===== src/rtl/mem_arbiter_if.sv =====
// rtl/mem_arbiter_if.sv - fetch/load-store request bundle and memory-side bus of mem_arbiter
interface mem_arbiter_if;
  logic        if_req;
  logic [31:0] if_adr;
  logic        if_rdy;
  logic [31:0] if_data;

  logic        ls_req;
  logic        ls_we;
  logic [2:0]  ls_fun3;
  logic [31:0] ls_adr;
  logic [31:0] ls_wdata;
  logic        ls_rdy;
  logic [31:0] ls_rdata;
  logic        ls_err;

  logic [31:0] mem_adr;
  logic        mem_load;
  logic [3:0]  mem_be;
  logic [31:0] mem_in;
  logic [31:0] mem_out;

  logic        busy;

  modport slave (
    input  if_req, if_adr, ls_req, ls_we, ls_fun3, ls_adr, ls_wdata, mem_out,
    output if_rdy, if_data, ls_rdy, ls_rdata, ls_err,
           mem_adr, mem_load, mem_be, mem_in, busy
  );

  modport master (
    output if_req, if_adr, ls_req, ls_we, ls_fun3, ls_adr, ls_wdata, mem_out,
    input  if_rdy, if_data, ls_rdy, ls_rdata, ls_err,
           mem_adr, mem_load, mem_be, mem_in, busy
  );
endinterface


===== src/rtl/mem_arbiter.sv =====
// rtl/mem_arbiter.sv - round-robin share of one single-port memory between fetch and load/store
module mem_arbiter #(
  parameter int MEM_LAT = 1,
  parameter int CNT_W   = 4
) (
  input  logic          clk,
  input  logic          rst,
  mem_arbiter_if.slave  bus
);

  typedef enum logic [1:0] {S_IDLE, S_IF_WAIT, S_LS_WAIT, S_RESP} state_t;

  state_t             r_state;
  logic [CNT_W-1:0]   r_cnt;
  logic               r_last_ls;
  logic [1:0]         r_lane;
  logic               r_we;
  logic [2:0]         r_fun3;

  logic               r_if_rdy;
  logic [31:0]        r_if_data;
  logic               r_ls_rdy;
  logic [31:0]        r_ls_rdata;
  logic               r_ls_err;
  logic [31:0]        r_mem_adr;
  logic               r_mem_load;
  logic [3:0]         r_mem_be;
  logic [31:0]        r_mem_in;

  logic               w_grant_ls;
  logic               w_grant_if;
  logic               w_ls_err;
  logic [3:0]         w_be;
  logic [31:0]        w_wdata;
  logic [7:0]         w_byte;
  logic [15:0]        w_half;
  logic [31:0]        w_ld_data;
  logic               w_unused_if_lsb;

  // When both request, the side not granted last wins; r_last_ls=0 after reset lets LS win.
  assign w_grant_ls = bus.ls_req & (~bus.if_req | ~r_last_ls);
  assign w_grant_if = bus.if_req & ~w_grant_ls;
  assign w_unused_if_lsb = ^bus.if_adr[1:0];

  always_comb begin
    w_ls_err = 1'b1;
    case (bus.ls_fun3)
      3'b000:  w_ls_err = 1'b0;
      3'b001:  w_ls_err = bus.ls_adr[0];
      3'b010:  w_ls_err = |bus.ls_adr[1:0];
      3'b100:  w_ls_err = bus.ls_we;
      3'b101:  w_ls_err = bus.ls_we | bus.ls_adr[0];
      default: w_ls_err = 1'b1;
    endcase
  end

  always_comb begin
    w_be    = 4'b1111;
    w_wdata = bus.ls_wdata;
    case (bus.ls_fun3[1:0])
      2'b00: begin
        w_be    = 4'b0001 << bus.ls_adr[1:0];
        w_wdata = {4{bus.ls_wdata[7:0]}};
      end
      2'b01: begin
        w_be    = bus.ls_adr[1] ? 4'b1100 : 4'b0011;
        w_wdata = {2{bus.ls_wdata[15:0]}};
      end
      default: begin
        w_be    = 4'b1111;
        w_wdata = bus.ls_wdata;
      end
    endcase
  end

  assign w_byte = bus.mem_out[{r_lane, 3'b000} +: 8];
  assign w_half = r_lane[1] ? bus.mem_out[31:16] : bus.mem_out[15:0];

  always_comb begin
    w_ld_data = bus.mem_out;
    case (r_fun3)
      3'b000:  w_ld_data = {{24{w_byte[7]}}, w_byte};
      3'b001:  w_ld_data = {{16{w_half[15]}}, w_half};
      3'b100:  w_ld_data = {24'h0, w_byte};
      3'b101:  w_ld_data = {16'h0, w_half};
      default: w_ld_data = bus.mem_out;
    endcase
  end

  always_ff @(posedge clk or posedge rst) begin
    if (rst) begin
      r_state    <= S_IDLE;
      r_cnt      <= '0;
      r_last_ls  <= 1'b0;
      r_lane     <= 2'b00;
      r_we       <= 1'b0;
      r_fun3     <= 3'b000;
      r_if_rdy   <= 1'b0;
      r_if_data  <= 32'h0;
      r_ls_rdy   <= 1'b0;
      r_ls_rdata <= 32'h0;
      r_ls_err   <= 1'b0;
      r_mem_adr  <= 32'h0;
      r_mem_load <= 1'b0;
      r_mem_be   <= 4'b0000;
      r_mem_in   <= 32'h0;
    end else begin
      // Response and write-strobe outputs are single-cycle pulses.
      r_if_rdy   <= 1'b0;
      r_if_data  <= 32'h0;
      r_ls_rdy   <= 1'b0;
      r_ls_rdata <= 32'h0;
      r_ls_err   <= 1'b0;
      r_mem_load <= 1'b0;
      r_mem_be   <= 4'b0000;
      r_mem_in   <= 32'h0;

      case (r_state)
        S_IDLE: begin
          if (w_grant_ls) begin
            r_last_ls <= 1'b1;
            r_lane    <= bus.ls_adr[1:0];
            r_we      <= bus.ls_we;
            r_fun3    <= bus.ls_fun3;
            if (w_ls_err) begin
              r_state  <= S_RESP;
              r_ls_rdy <= 1'b1;
              r_ls_err <= 1'b1;
            end else begin
              r_state   <= S_LS_WAIT;
              r_cnt     <= CNT_W'(MEM_LAT);
              r_mem_adr <= {bus.ls_adr[31:2], 2'b00};
              if (bus.ls_we) begin
                r_mem_load <= 1'b1;
                r_mem_be   <= w_be;
                r_mem_in   <= w_wdata;
              end
            end
          end else if (w_grant_if) begin
            r_last_ls <= 1'b0;
            r_state   <= S_IF_WAIT;
            r_cnt     <= CNT_W'(MEM_LAT);
            r_mem_adr <= {bus.if_adr[31:2], 2'b00};
          end
        end

        S_IF_WAIT, S_LS_WAIT: begin
          if (r_cnt == CNT_W'(1)) begin
            r_state   <= S_RESP;
            r_mem_adr <= 32'h0;
            if (r_state == S_IF_WAIT) begin
              r_if_rdy  <= 1'b1;
              r_if_data <= bus.mem_out;
            end else begin
              r_ls_rdy   <= 1'b1;
              r_ls_rdata <= r_we ? 32'h0 : w_ld_data;
            end
          end else begin
            r_cnt <= r_cnt - 1'b1;
          end
        end

        S_RESP: r_state <= S_IDLE;

        default: r_state <= S_IDLE;
      endcase
    end
  end

  assign bus.if_rdy   = r_if_rdy;
  assign bus.if_data  = r_if_data;
  assign bus.ls_rdy   = r_ls_rdy;
  assign bus.ls_rdata = r_ls_rdata;
  assign bus.ls_err   = r_ls_err;
  assign bus.mem_adr  = r_mem_adr;
  assign bus.mem_load = r_mem_load;
  assign bus.mem_be   = r_mem_be;
  assign bus.mem_in   = r_mem_in;
  assign bus.busy     = (r_state != S_IDLE);

endmodule


===== src/flat_wrapper.sv =====
// flat-port wrapper written by rule: the top's interface ports become plain ports
module mem_arbiter_flat 
#(
  parameter int MEM_LAT = 1,
  parameter int CNT_W   = 4
)
  (clk, rst, bus_if_req, bus_if_adr, bus_ls_req, bus_ls_we, bus_ls_fun3, bus_ls_adr, bus_ls_wdata, bus_mem_out, bus_if_rdy, bus_if_data, bus_ls_rdy, bus_ls_rdata, bus_ls_err, bus_mem_adr, bus_mem_load, bus_mem_be, bus_mem_in, bus_busy);
  mem_arbiter_if bus_i ();
  input  logic clk;
  input  logic rst;
  input wire logic [$bits(bus_i.if_req)-1:0] bus_if_req;
  input wire logic [$bits(bus_i.if_adr)-1:0] bus_if_adr;
  input wire logic [$bits(bus_i.ls_req)-1:0] bus_ls_req;
  input wire logic [$bits(bus_i.ls_we)-1:0] bus_ls_we;
  input wire logic [$bits(bus_i.ls_fun3)-1:0] bus_ls_fun3;
  input wire logic [$bits(bus_i.ls_adr)-1:0] bus_ls_adr;
  input wire logic [$bits(bus_i.ls_wdata)-1:0] bus_ls_wdata;
  input wire logic [$bits(bus_i.mem_out)-1:0] bus_mem_out;
  output wire logic [$bits(bus_i.if_rdy)-1:0] bus_if_rdy;
  output wire logic [$bits(bus_i.if_data)-1:0] bus_if_data;
  output wire logic [$bits(bus_i.ls_rdy)-1:0] bus_ls_rdy;
  output wire logic [$bits(bus_i.ls_rdata)-1:0] bus_ls_rdata;
  output wire logic [$bits(bus_i.ls_err)-1:0] bus_ls_err;
  output wire logic [$bits(bus_i.mem_adr)-1:0] bus_mem_adr;
  output wire logic [$bits(bus_i.mem_load)-1:0] bus_mem_load;
  output wire logic [$bits(bus_i.mem_be)-1:0] bus_mem_be;
  output wire logic [$bits(bus_i.mem_in)-1:0] bus_mem_in;
  output wire logic [$bits(bus_i.busy)-1:0] bus_busy;
  assign bus_i.if_req = bus_if_req;
  assign bus_i.if_adr = bus_if_adr;
  assign bus_i.ls_req = bus_ls_req;
  assign bus_i.ls_we = bus_ls_we;
  assign bus_i.ls_fun3 = bus_ls_fun3;
  assign bus_i.ls_adr = bus_ls_adr;
  assign bus_i.ls_wdata = bus_ls_wdata;
  assign bus_i.mem_out = bus_mem_out;
  assign bus_if_rdy = bus_i.if_rdy;
  assign bus_if_data = bus_i.if_data;
  assign bus_ls_rdy = bus_i.ls_rdy;
  assign bus_ls_rdata = bus_i.ls_rdata;
  assign bus_ls_err = bus_i.ls_err;
  assign bus_mem_adr = bus_i.mem_adr;
  assign bus_mem_load = bus_i.mem_load;
  assign bus_mem_be = bus_i.mem_be;
  assign bus_mem_in = bus_i.mem_in;
  assign bus_busy = bus_i.busy;
  mem_arbiter #(.MEM_LAT(MEM_LAT), .CNT_W(CNT_W)) u_core (.clk(clk), .rst(rst), .bus(bus_i));
endmodule

===== config.mk =====
export PLATFORM = sky130hd
export DESIGN_NAME = mem_arbiter_flat
export DESIGN_NICKNAME = d
export VERILOG_FILES = /design/src/rtl/mem_arbiter_if.sv /design/src/rtl/mem_arbiter.sv /design/src/flat_wrapper.sv
export SDC_FILE = /design/constraint.sdc
export NUM_CORES = 1
export LEC_CHECK = 0
export BUFFER_PORTS_ARGS = -buffer_cell sky130_fd_sc_hd__buf_4
export CAP_MARGIN = 40
export CORE_ASPECT_RATIO = 0.8
export CORE_UTILIZATION = 48
export CTS_CLUSTER_DIAMETER = 40
export DETAILED_ROUTE_END_ITERATION = 10
export GPL_ROUTABILITY_DRIVEN = 0
export GPL_TIMING_DRIVEN = 0
export PLACE_DENSITY_LB_ADDON = 0.12
export SYNTH_ARGS = -nofsm -noshare
export SYNTH_HDL_FRONTEND = slang
export SYNTH_SLANG_ARGS = --single-unit

===== constraint.sdc =====
create_clock -name clk -period 6.6 [get_ports clk]
set_input_delay 1.65 -clock clk [delete_from_list [all_inputs] [get_ports clk]]
set_output_delay 1.65 -clock clk [all_outputs]
set_load 0.01 [all_outputs]

# Word-level counts from Yosys, hierarchy flattened
# Cells that the tools add are included.
dict set report classes {
  addsub 1
  n_eq_ne 16
  n_shift 2
  mux 51
  bitwise_logic 7
  reduce_logical 14
}
# op n
set ops {}
lappend ops {{$mux 32} 15}
lappend ops {{$pmux 32 s2} 2}
lappend ops {{$pmux 32 s4} 1}
lappend ops {{$mux 4} 9}
lappend ops {{$shiftx 32x6->8} 1}
lappend ops {{$mux 16} 1}
lappend ops {{$pmux 4 s2} 2}
lappend ops {{$mux 1} 15}
lappend ops {{$eq 3x3->1 const B} 4}
lappend ops {{$reduce_and 4->1} 2}
lappend ops {{$eq 3x1->1 const B} 2}
lappend ops {{$logic_not 3->1} 2}
lappend ops {{$mux 2} 3}
lappend ops {{$pmux 2 s3} 1}
lappend ops {{$reduce_and 2->1} 3}
lappend ops {{$reduce_bool 2->1} 3}
lappend ops {{$pmux 1 s5} 1}
lappend ops {{$eq 2x1->1 const B} 2}
lappend ops {{$eq 2x2->1 const B} 2}
lappend ops {{$eq 4x1->1 const B} 1}
lappend ops {{$logic_not 2->1} 2}
lappend ops {{$reduce_or 2->1} 2}
lappend ops {{$shl 1x2->4 const A} 1}
lappend ops {{$sub 4x1->4 const B} 1}
lappend ops {{9 further kinds} 13}
dict set report word_totals {
  reg_bits 149
  out_inout_bits 137
  word_cells 106
}

# Depth between registers and ports, before layout
# Gate-level depths: netlist (run 1).
dict set report depth {
  ltp_word 8
  ltp_mapped 8
}

# Worst setup path before layout (run 1)
# OpenSTA, ideal clock, no wires.
dict set report synth_path {
  path_type {input to register}
  start {in bus_ls_fun3[1]}
  end {reg u_core.r_mem_adr[10], in the netlist u_core.bus.mem_adr[10]}
  setup_time_ns 0.125
  arrival_ns 3.006
  required_time_ns 6.475
  slack_ns 3.468
  path_stages 6
  path_buffers 2
  cell_sequence {buf_2 > a221oi_2 > nor4_4 > or3_4 > buf_6 > mux2_4}
}
dict set report synth_via {
  elab_chain_cells 4
  elab_cells_between_ends 8
}
# element line
set synth_lines {}
lappend synth_lines {{start: declaration} flat_wrapper.sv:15} ;# input wire logic [$bits(bus_i.ls_fun3)-1:0] bus_ls_fun3;
lappend synth_lines {{$eq 3x3->1, or another cell as far along} mem_arbiter.sv:47} ;# case (bus.ls_fun3)
lappend synth_lines {{$pmux 1 s5 *} mem_arbiter.sv:47}
lappend synth_lines {{$ne 3x3->1 (no line) *} --}
lappend synth_lines {{$reduce_and 4->1 (no line) *} --}
lappend synth_lines {{end signal: assignment} mem_arbiter.sv:132} ;# r_mem_adr <= {bus.ls_adr[31:2], 2'b00};
lappend synth_lines {{end signal: assignment} mem_arbiter.sv:143} ;# r_mem_adr <= {bus.if_adr[31:2], 2'b00};
lappend synth_lines {{end: declaration} mem_arbiter.sv:25} ;# logic [31:0] r_mem_adr;
# Mark *: on every way between the ends. The rest lies on a longest branch, timed or not.
# A chain may end at the register's enable or synchronous reset.

# Worst setup path after layout (run 1)
dict set report layout_path {
  start {reg u_core.r_state[1]}
  end {out bus_busy}
}
dict set report layout_via {
  elab_chain_cells 1
}
# element line
set layout_lines {}
lappend layout_lines {{start: declaration} mem_arbiter.sv:13} ;# state_t r_state;
lappend layout_lines {{start signal: assignment} mem_arbiter.sv:92} ;# r_state <= S_IDLE;
lappend layout_lines {{start signal: assignment} mem_arbiter.sv:126} ;# r_state <= S_RESP;
lappend layout_lines {{start signal: assignment} mem_arbiter.sv:130} ;# r_state <= S_LS_WAIT;
lappend layout_lines {{$reduce_bool 2->1} mem_arbiter.sv:179} ;# assign bus.busy = (r_state != S_IDLE);
lappend layout_lines {{end: declaration} flat_wrapper.sv:28} ;# output wire logic [$bits(bus_i.busy)-1:0] bus_busy;
# No other way between the ends.

==> run metrics, run 1 <==
period utilization=between 40% and 50%; DR pass1 iterations=4; total grt overflow=0; count of hold-fix buffers inserted at cts=0; flops & latches, synth=around 150; Peak VDD IR=about 0.00025 V; sequential element share of the synthesized area=between 50% and 60%; antenna violations before repair=0; syn_area_per_cell=around 11 um2; Critical Path AT=1.36 ns; worst hold path class=register to register; Post-DP HPWL=~14000 um; Post-synth EDFFs=0; CTS tree=yes; synthesis warning total=0; CP startpoint kind=register; CP Capture Type=output port; Async SR Flop Fraction=100%; # IOs=roughly 270; Vert. Die Dim=~110 um; Starting Density=between 40% and 50%; Clock Latency Late Sink=0.42 ns; outcome=finished clean; max_cap viols=0; CTS max path bufs=2; worst slew pin tran=0.862 ns; clock-pin transition on the worst setup and hold timing paths=~0.060 ns; DR vias=5582; distinct cell type count after synthesis=44; CTS root buffer=clkbuf_16; final worst slack=about 3.6 ns; layout cells sized above 1=38.4%; final hold slack=0.510 ns; Setup Skew=about 0.014 ns; cts repair resizes=0; final core occ=between 70% and 80%; number of global-route vias before repair=between 5000 and 6000; dpl ws=3.20 ns; post-route ant nets=0; RSZ-0062 raised after global routing=no; Netlist Area Pre-Place=between 6000 and 7000 um2; site row count=37; detailed-route wire length=between 15000 and 20000 um; P_leak=0.00494 uW; postcts setup bufs=0; final hold vios=0; Layout Nets=between 1000 and 1500; Max Fclk=around 0.33 GHz; # diodes=0; Max-slew headroom=42.1%; PD cells=420 nW/um2; Setup CP Type=register to output port; Slew Limit Fails=0; Die X=roughly 130 um; first-pass GRT wire length=28700 um; H-tree depth=4; overall routing resource usage=a little over a quarter; Area Overhead vs Synth=45.0%; die area=14000 um2; ys flop type=dfrtp_1; DRT iter0 DRCs=between 200 and 300; CTS Buf Count=17; WL per Instance=about 17 um; Placeable Area=13000 um2; Period minus WS final=around 3.0 ns; largest net degree at the start of global routing=87; Vias/cell=~5.2; port buffer count=~270; drt drc=0; final setup fails=0; CP max FO=5; post-synthesis cell count=600; CTS sink count=around 150; CP required=between 4 and 5 ns
-- sequential cells by signal (all words and copies together) (netlist names) --
register             count
u_core.bus.ls_err        1
u_core.r_last_ls         1
u_core.r_fun3            3
u_core.r_we              1
u_core.bus.mem_be        4
u_core.bus.mem_adr      30
u_core.r_state           2
u_core.bus.mem_in       32
u_core.bus.ls_rdy        1
u_core.r_lane            2
u_core.bus.mem_load      1
u_core.bus.if_data      32
u_core.r_cnt             4
u_core.bus.ls_rdata     32
u_core.bus.if_rdy        1
-- metal layers --
layer  vias to the layer above  wire, um  track usage, %
met2                       252      8670            43.2
met1                      2699      7590            34.2
met3                        14      1920            10.4
met4                         0       148            5.81
li1                       2617         -               -
met5                         -         0               0
-- cell usage in the layout (no fill, tap or decap), types with 3 or more instances in the layout --
cell type and instances:
o21ai_1 6, clkbuf_1 32, ha_1 5, clkbuf_16 17, clkinv_4 4, mux2i_1 19, a211oi_1 7, buf_1 3
nand3b_1 4, mux2_1 13, buf_6 3, inv_6 3, nand2b_1 3, a21oi_1 56, buf_4 269, o21ai_0 9
a31oi_1 9, bufinv_16 5, nor2b_1 9, nand2_1 85, dfrtp_1 147, nor2_1 39, nor3_1 26, and2_1 26
o221a_1 7, o31ai_1 4, a221oi_1 8, mux2_4 30, inv_1 24
-- metrics by stage --
step,instances,power (uW),TNS (ns),area [um2]
2_1_floorplan,601,2290,0,6500
3_3_place_gp,1043,2830,-59.86,8730
3_5_place_dp,1044,2880,0,8760
4_1_cts,1076,3970,0,9420
5_1_grt,1076,4160,0,9420
6_report,1076,3960,0,9420
-- final cells by class --
cell class / instances / area (um2)
sequential: 147 / 3680
fill: 964 / 3580
multi-input combinational: 385 / 2530
timing repair buffer: 268 / 2030
clock buffer: 18 / 439
clock inverter: 14 / 226
tap: 175 / 219
buffer: 42 / 190
inverter: 27 / 106
-- synthesized netlist by cell type (2+ instances only) --
library cell / number / share of area (%)
nor2b_1: 9 / 0.87
o21ai_1: 6 / 0.46
nor3_1: 26 / 2.0
buf_1: 3 / 0.17
mux2_1: 13 / 2.3
a21oi_1: 56 / 4.3
nand3b_1: 4 / 0.46
buf_2: 2 / 0.15
a211oi_1: 7 / 0.81
ha_1: 5 / 0.96
inv_2: 2 / 0.12
o221a_1: 7 / 1.2
nor2_1: 39 / 2.3
or3_1: 2 / 0.19
a31oi_1: 9 / 0.87
buf_6: 3 / 0.52
inv_1: 25 / 1.4
and2_1: 26 / 2.5
o211ai_1: 2 / 0.23
a221oi_1: 8 / 1.1
mux2i_1: 19 / 2.9
dfrtp_1: 147 / 57
nand2b_1: 3 / 0.29
buf_4: 2 / 0.23
clkbuf_1: 32 / 1.8
o21ai_0: 9 / 0.69
nand2_1: 85 / 4.9
mux2_4: 30 / 6.9
o31ai_1: 4 / 0.46
-- critical path: stages, from the launching register on --
cell and delay [ns]:
dfrtp_1 0.39, inv_1 0.09, ha_1 0.21, inv_1 0.09, buf_4 0.16
-- worst paths after layout --
check / depth (start not counted) / slack, ns / to / startpoint
max in group asynchronous: 3 / 4.49 / u_core.bus.mem_in[20] / rst
min reg2reg: 1 / 0.51 / u_core.bus.mem_adr[10] / u_core.bus.mem_adr[10]
max reg2reg: 8 / 4.08 / u_core.bus.ls_rdata[11] / u_core.r_state[0]
max: 4 / 3.59 / bus_busy / u_core.r_state[1]
min: 1 / 0.51 / u_core.bus.mem_adr[10] / u_core.bus.mem_adr[10]
min in group asynchronous: 2 / 1.28 / u_core.bus.if_data[12] / rst
-- report_power, final --
part	internal (uW)	switching, uW	total, uW
Sequential	1100	101	1200
Clock	688	390	1080
Combinational	795	883	1680
-- cells by family (layout without fill, tap and decap cells) --
| group | after synthesis | count (layout) | synth area share (%) |
|---|---|---|---|
| and+or+nand+nor | 202 | 202 | 14.8 |
| DFF | 147 | 147 | 56.6 |
| AOI/OAI and AO/OA | 114 | 114 | 11.0 |
| buffers and inverters | 69 | 369 | 4.49 |
| muxes | 62 | 62 | 12.1 |
| adders and majority gates | 5 | 5 | 0.963 |
| other | 1 | 2 | 0.0577 |
No activity file was read; power rests on OpenSTA's default activity.
==> inputs of run 2 (changes only) <==
--- a/config.mk
+++ b/config.mk
@@ -5,6 +5,7 @@
 export SDC_FILE = /design/constraint.sdc
 export NUM_CORES = 1
 export LEC_CHECK = 0
+export ABC_AREA = 1
 export BUFFER_PORTS_ARGS = -buffer_cell sky130_fd_sc_hd__buf_4
 export CAP_MARGIN = 40
 export CORE_ASPECT_RATIO = 0.8
==> constraint.sdc (replaced) <==
create_clock -name clk -period 3 [get_ports clk]
set_input_delay 0.75 -clock clk [delete_from_list [all_inputs] [get_ports clk]]
set_output_delay 0.75 -clock clk [all_outputs]
set_load 0.01 [all_outputs]
==> run 2 against run 1 <==
Clock power rose by 87%. Die area is 1.3% higher. Sequential power grew 120%. Synthesized area grew 1.3%. Sequential share of layout area down 0.15 points. Design area rose by 0.38%. Final cell count up 18%. Combinational power is 100% higher. Non-clock buffer count up 9. Global-route usage grew 1.4 points. Utilization fell by 0.23 points. Count of clock-buffer cells in the layout is 1 lower. Critical path type unchanged. Largest power group unchanged.
==> run metrics, run 2 <==
outcome=finished clean; Int Pwr=4760 uW; Period minus WS final=~2.1 ns; CTS Buf Count=17; post-synthesis cell count=a little under 800; postcts setup bufs=0; worst hold path class=primary input to async pin; DRT iter0 DRCs=around 460; met2 Use GR=between 40% and 50%; clock power share=about a quarter; Reg power frac=between 30% and 40%; Starting Density=between 50% and 60%; period utilization=a little under three quarters; clock-pin transition on the worst setup and hold timing paths=0.07 ns; CP required=roughly 2.3 ns; Setup CP Type=register to output port; PD cells=between 800 and 900 nW/um2; Post-DP HPWL=between 10000 and 15000 um; Max-slew headroom=between 60% and 70%; Vias/cell=5.12; Final Instance Count excl. Fillers=between 1000 and 1500; Slew Limit Fails=0; P_leak=around 0.0054 uW; CTS sink count=147; Filler cells=roughly 1000; Clock Latency Late Sink=approximately 0.42 ns; sequential element share of the synthesized area=between 50% and 60%; most instantiated cells after synthesis=nand2_1 (170), dfrtp_1 (147), nor2_1 (139); CTS tree=yes; cts repair resizes=0; TNS Setup=0 ns; distinct cell type count after synthesis=28; M3 GR Usage=8.37%; largest net degree at the start of global routing=slightly above 40; CTS max path bufs=2; Area Overhead vs Synth=43.7%; final hold slack=0.312 ns; DR pass1 iterations=6; H-tree depth=4; CP startpoint kind=register; Setup Skew=between 0.01 and 0.015 ns; Placeable Area=13100 um2; post-synth top area share=55.9%; post-route ant nets=0; worst slew pin tran=0.571 ns; antenna violations before repair=0; overall routing resource usage=28.2%; Die X=between 100 and 150 um; final hold vios=0; die area=between 10000 and 15000 um2; port buffer count=268; ys flop type=dfrtp_1; area leader, netlist=dfrtp_1; Vert. Die Dim=around 110 um; # IOs=about 270; CP max FO=4; Final Total Pwr=about 8000 uW; busiest grt layer=met2; Netlist Area Pre-Place=6580 um2; CTS root buffer=clkbuf_16; Peak VDD IR=around 0.00044 V; Async SR Flop Fraction=between 90% and 100%; top-count cell post-synth=nand2_1; Critical Path AT=around 1.4 ns; # diodes=0; syn_area_per_cell=about 8.4 um2; top cells by area, synth=dfrtp_1 (56%), nand2_1 (9.7%), nor2_1 (7.9%); WL per Instance=around 15 um; flops & latches, synth=~150; first-pass GRT wire length=around 31000 um; number of global-route vias before repair=~6300; commonest non-fill, non-tap cell in the layout=buf_4; detailed-route wire length=just under 20000 um; Combinational Power Share=42.2%; final setup fails=0; Layout Nets=around 1200; DR vias=~6500; RSZ-0062 raised after global routing=no; final core occ=a little over 70%; Sw Pwr=3240 uW; site row count=37; max_cap viols=0; routing usage on met1=a little over a third; total grt overflow=0; count of hold-fix buffers inserted at cts=0; drt drc=0; Cells after DPL=about 1200; Max Fclk=approximately 0.47 GHz; Sw Share=around two fifths; most frequent cells in the layout=buf_4 (275), nand2_1 (170), dfrtp_1 (147); Post-synth EDFFs=0; CP Capture Type=output port; synthesis warning total=0; layout cells sized above 1=between 30% and 40%
[run 2: power by group through the flow]
stage | clock network (uW) | logic (uW) | registers, uW
after CTS | 2040 | 3390 | 2610
after floorplan | 0 | 1940 | 2760
final | 2020 | 3380 | 2600
after detailed placement | 0 | 3370 | 2630
after global routing | 2150 | 3780 | 2640
after global placement | 0 | 3280 | 2630
[run 2: metal layers]
layer  up-vias  wire length [um]
met5         -                 0
met4         0               266
met3        25              1810
met2       312              9380
met1      3055              7810
li1       3088                 -
[run 2: kinds of logic after synthesis]
family / after synthesis / share of synthesized area, %
AOI/OAI and AO/OA: 86 / 7.13
xor gates and xnor gates: 1 / 0.133
adders and majority gates: 5 / 0.950
buffers and inverters: 127 / 8.17
DFF: 147 / 55.9
other: 1 / 0.0570
and+or+nand+nor: 418 / 27.7
[run 2: layout make-up]
| class | count | area [um2] | share of cell area (%) |
|---|---|---|---|
| Sequential cell | 147 | 3680 | 38.9 |
| Multi-Input combinational cell | 512 | 2370 | 25.1 |
| Timing Repair Buffer | 272 | 2090 | 22.1 |
| Clock buffer | 17 | 425 | 4.50 |
| Inverter | 80 | 304 | 3.21 |
| Buffer | 47 | 238 | 2.51 |
| Tap cell | 175 | 219 | 2.31 |
| Clock inverter | 15 | 133 | 1.40 |
[run 2: final timing paths]
check,start,endpoint,slack (ns),cells past startpoint
setup reg to reg,u_core.r_state[0],u_core.bus.if_data[18],0.96,8
hold reg to reg,u_core.bus.mem_adr[26],u_core.bus.mem_adr[26],0.47,2
min in group clk,u_core.bus.mem_adr[26],u_core.bus.mem_adr[26],0.47,2
hold / removal,rst,u_core.bus.ls_rdata[27],0.31,2
setup / recovery,u_core.r_state[0],bus_busy,0.87,4
max in group asynchronous,rst,u_core.bus.mem_adr[14],1.98,4
[run 2: worst max-delay path, cell delays in order, from the launching register on]
cell and delay, ns:
dfrtp_1 0.39, inv_1 0.06, ha_1 0.23, inv_1 0.13, buf_4 0.15
[run 2: stage by stage]
| step | worst slack (ns) | instance area, um2 |
|---|---|---|
| 2_1_floorplan | 0.403 | 6590 |
| 5_1_grt | 0.744 | 9460 |
| 6_report | 0.865 | 9460 |
| 4_1_cts | 0.852 | 9460 |
| 3_3_place_gp | -0.467 | 8820 |
| 3_5_place_dp | 0.790 | 8900 |
==> inputs of run 3 (changes only) <==
==> constraint.sdc (replaced) <==
create_clock -name clk -period 2.1 [get_ports clk]
set_input_delay 0.525 -clock clk [delete_from_list [all_inputs] [get_ports clk]]
set_output_delay 0.525 -clock clk [all_outputs]
set_load 0.01 [all_outputs]
==> run 3 against run 2 <==
Wire length increased by 0.21%. Final cell count increased by 0.32%. Register-to-register slack got worse by 0.86 ns. Largest cell class unchanged. Critical path depth increased by 4. Count of clock-buffer cells in the layout unchanged. Sequential power increased by 43%. Die area unchanged. Utilization increased by 0.25 points. Design area increased by 0.34%. Sequential share of layout area decreased by 0.13 points. Clock power increased by 43%. Via count decreased by 0.69%.
==> run metrics, run 3 (synthesis gave the netlist of run 2 again) <==
TNS Setup=0 ns; Setup CP Type=register to register; Starting Density=50.3%; crit path from=u_core.r_state[0]; CP bufs+invs=4; DR vias=~6400; worst r2r dst=u_core.bus.if_data[21]; crit path to=u_core.bus.if_data[21]; total grt overflow=0; number of global-route vias before repair=between 6000 and 7000; DRT iter0 DRCs=around 440; CTS max path bufs=2; WL per Instance=approximately 15 um; Critical Path AT=about 2.3 ns; H-tree depth=4; Layout Nets=roughly 1200; Placeable Area=between 10000 and 15000 um2; Max Fclk=0.500 GHz; RSZ-0062 raised after global routing=no; clock-pin transition on the worst setup and hold timing paths=~0.060 ns; Post-DP HPWL=between 10000 and 15000 um; CTS root buffer=clkbuf_16; outcome=finished clean; layout cells sized above 1=between 30% and 40%; Setup Skew=approximately 0.011 ns; crit-path cells=inv_1 > ha_1 > buf_2 > nand3_1 > nor2_1 > inv_1 > clkbuf_1 > nor2_1; first-pass GRT wire length=about 31000 um; Max-slew headroom=about 64%; post-route ant nets=0; Stages on worst setup path=8; Period minus WS final=between 1.5 and 2 ns; CTS tree=yes; site row count=37; R2R setup slack=around 0.10 ns; period utilization=between 90% and 100%; port buffer count=between 200 and 300; commonest non-fill, non-tap cell in the layout=buf_4; Reg2Reg Depth=8; CP required=about 2.4 ns; Vert. Die Dim=roughly 110 um; Area Overhead vs Synth=44.2%; antenna violations before repair=0; worst slew pin tran=0.533 ns; dpl ws=0.106 ns; CTS sink count=147; Peak VDD IR=roughly 0.00063 V; Vias/cell=between 5 and 6; DR pass1 iterations=5; Slew Limit Fails=0; CP top delay family=buffers and inverters; CP startpoint kind=register; Filler cells=slightly above 1000; final hold vios=0; multi-input logic area=approximately 2400 um2; PD cells=1210 nW/um2; Clock Latency Late Sink=around 0.42 ns; final setup fails=0; Die X=133 um; Slowest cell on crit path=clkbuf_1; FF+latch area=approximately 3700 um2; CP Capture Type=register; die area=roughly 14000 um2; max_cap viols=0; most frequent cells in the layout=buf_4 (279), nand2_1 (170), dfrtp_1 (147); overall routing resource usage=28.2%; detailed-route wire length=just under 20000 um; Crit path largest cell delay=about 0.43 ns; reg-to-reg startpoint=u_core.r_state[0]; largest net degree at the start of global routing=between 40 and 50; final worst slack=roughly 0.1 ns; # IOs=273; drt drc=0; CP max FO=10; worst hold path class=primary input to async pin; final core occ=72.5%; CTS Buf Count=17; # diodes=0; P_leak=~0.0054 uW
-- run 3: cell types whose count changed in the layout (fill, tap and decap cells not counted), sizes merged --
| cell | change |
|---|---|
| buf | +4 |
-- run 3: stage by stage --
step                      total power [uW]  std cells  hold WS (ns)  cell area [um2]
final                                11500       1269        0.0908             9490
after global routing                 12300       1269        0.0914             9490
after detailed placement              8580       1233         0.460             8900
after floorplan                       6720        786         0.464             6590
after CTS                            11500       1265        0.0911             9460
after global placement                8430       1229         0.455             8820
-- run 3: worst min path at each step --
stage                           startpoint                 endpoint  slack, ns  cells past startpoint
finish                                 rst  u_core.bus.ls_rdata[27]       0.09                      2
global route                           rst  u_core.bus.ls_rdata[27]       0.09                      2
CTS                                    rst  u_core.bus.ls_rdata[27]       0.09                      2
detailed placement  u_core.bus.mem_adr[26]   u_core.bus.mem_adr[26]       0.46                      2
global placement    u_core.bus.mem_adr[13]   u_core.bus.mem_adr[13]       0.46                      2
floorplan                  u_core.r_cnt[1]          u_core.r_cnt[1]       0.46                      2
-- run 3: timing repair --
| action | 4_1_cts | 5_1_grt |
|---|---|---|
| resized for setup | 0 | 4 |
| endpoints found under the setup margin | 0 | 21 |
| buffers inserted | 0 | 4 |
| hold buffers | 0 | 0 |
-- run 3: routing by layer --
layer  routed length [um]  global-route usage, %  up-vias
met5                    0                      0        -
met4                  235                   7.88        0
met3                 1690                   8.37       21
met2                 9410                   46.9      269
met1                 7970                   35.9     3050
li1                     -                      -     3095
-- run 3: area by class of cell --
class / instances / share of cell area [%]
Tap cell: 175 / 2.31
Clock inverter: 15 / 1.40
Sequential cell: 147 / 38.8
Buffer: 47 / 2.53
Inverter: 80 / 3.20
Timing Repair Buffer: 276 / 22.4
Multi-Input combinational cell: 512 / 25.0
Clock buffer: 17 / 4.48
-- run 3: report_power, final --
group | leakage, uW | internal, uW | switching (uW)
clock | 0.000277 | 1570 | 1310
sequential | 0.00200 | 3430 | 294
combinational | 0.00315 | 1840 | 3030
total | 0.00543 | 6840 | 4630
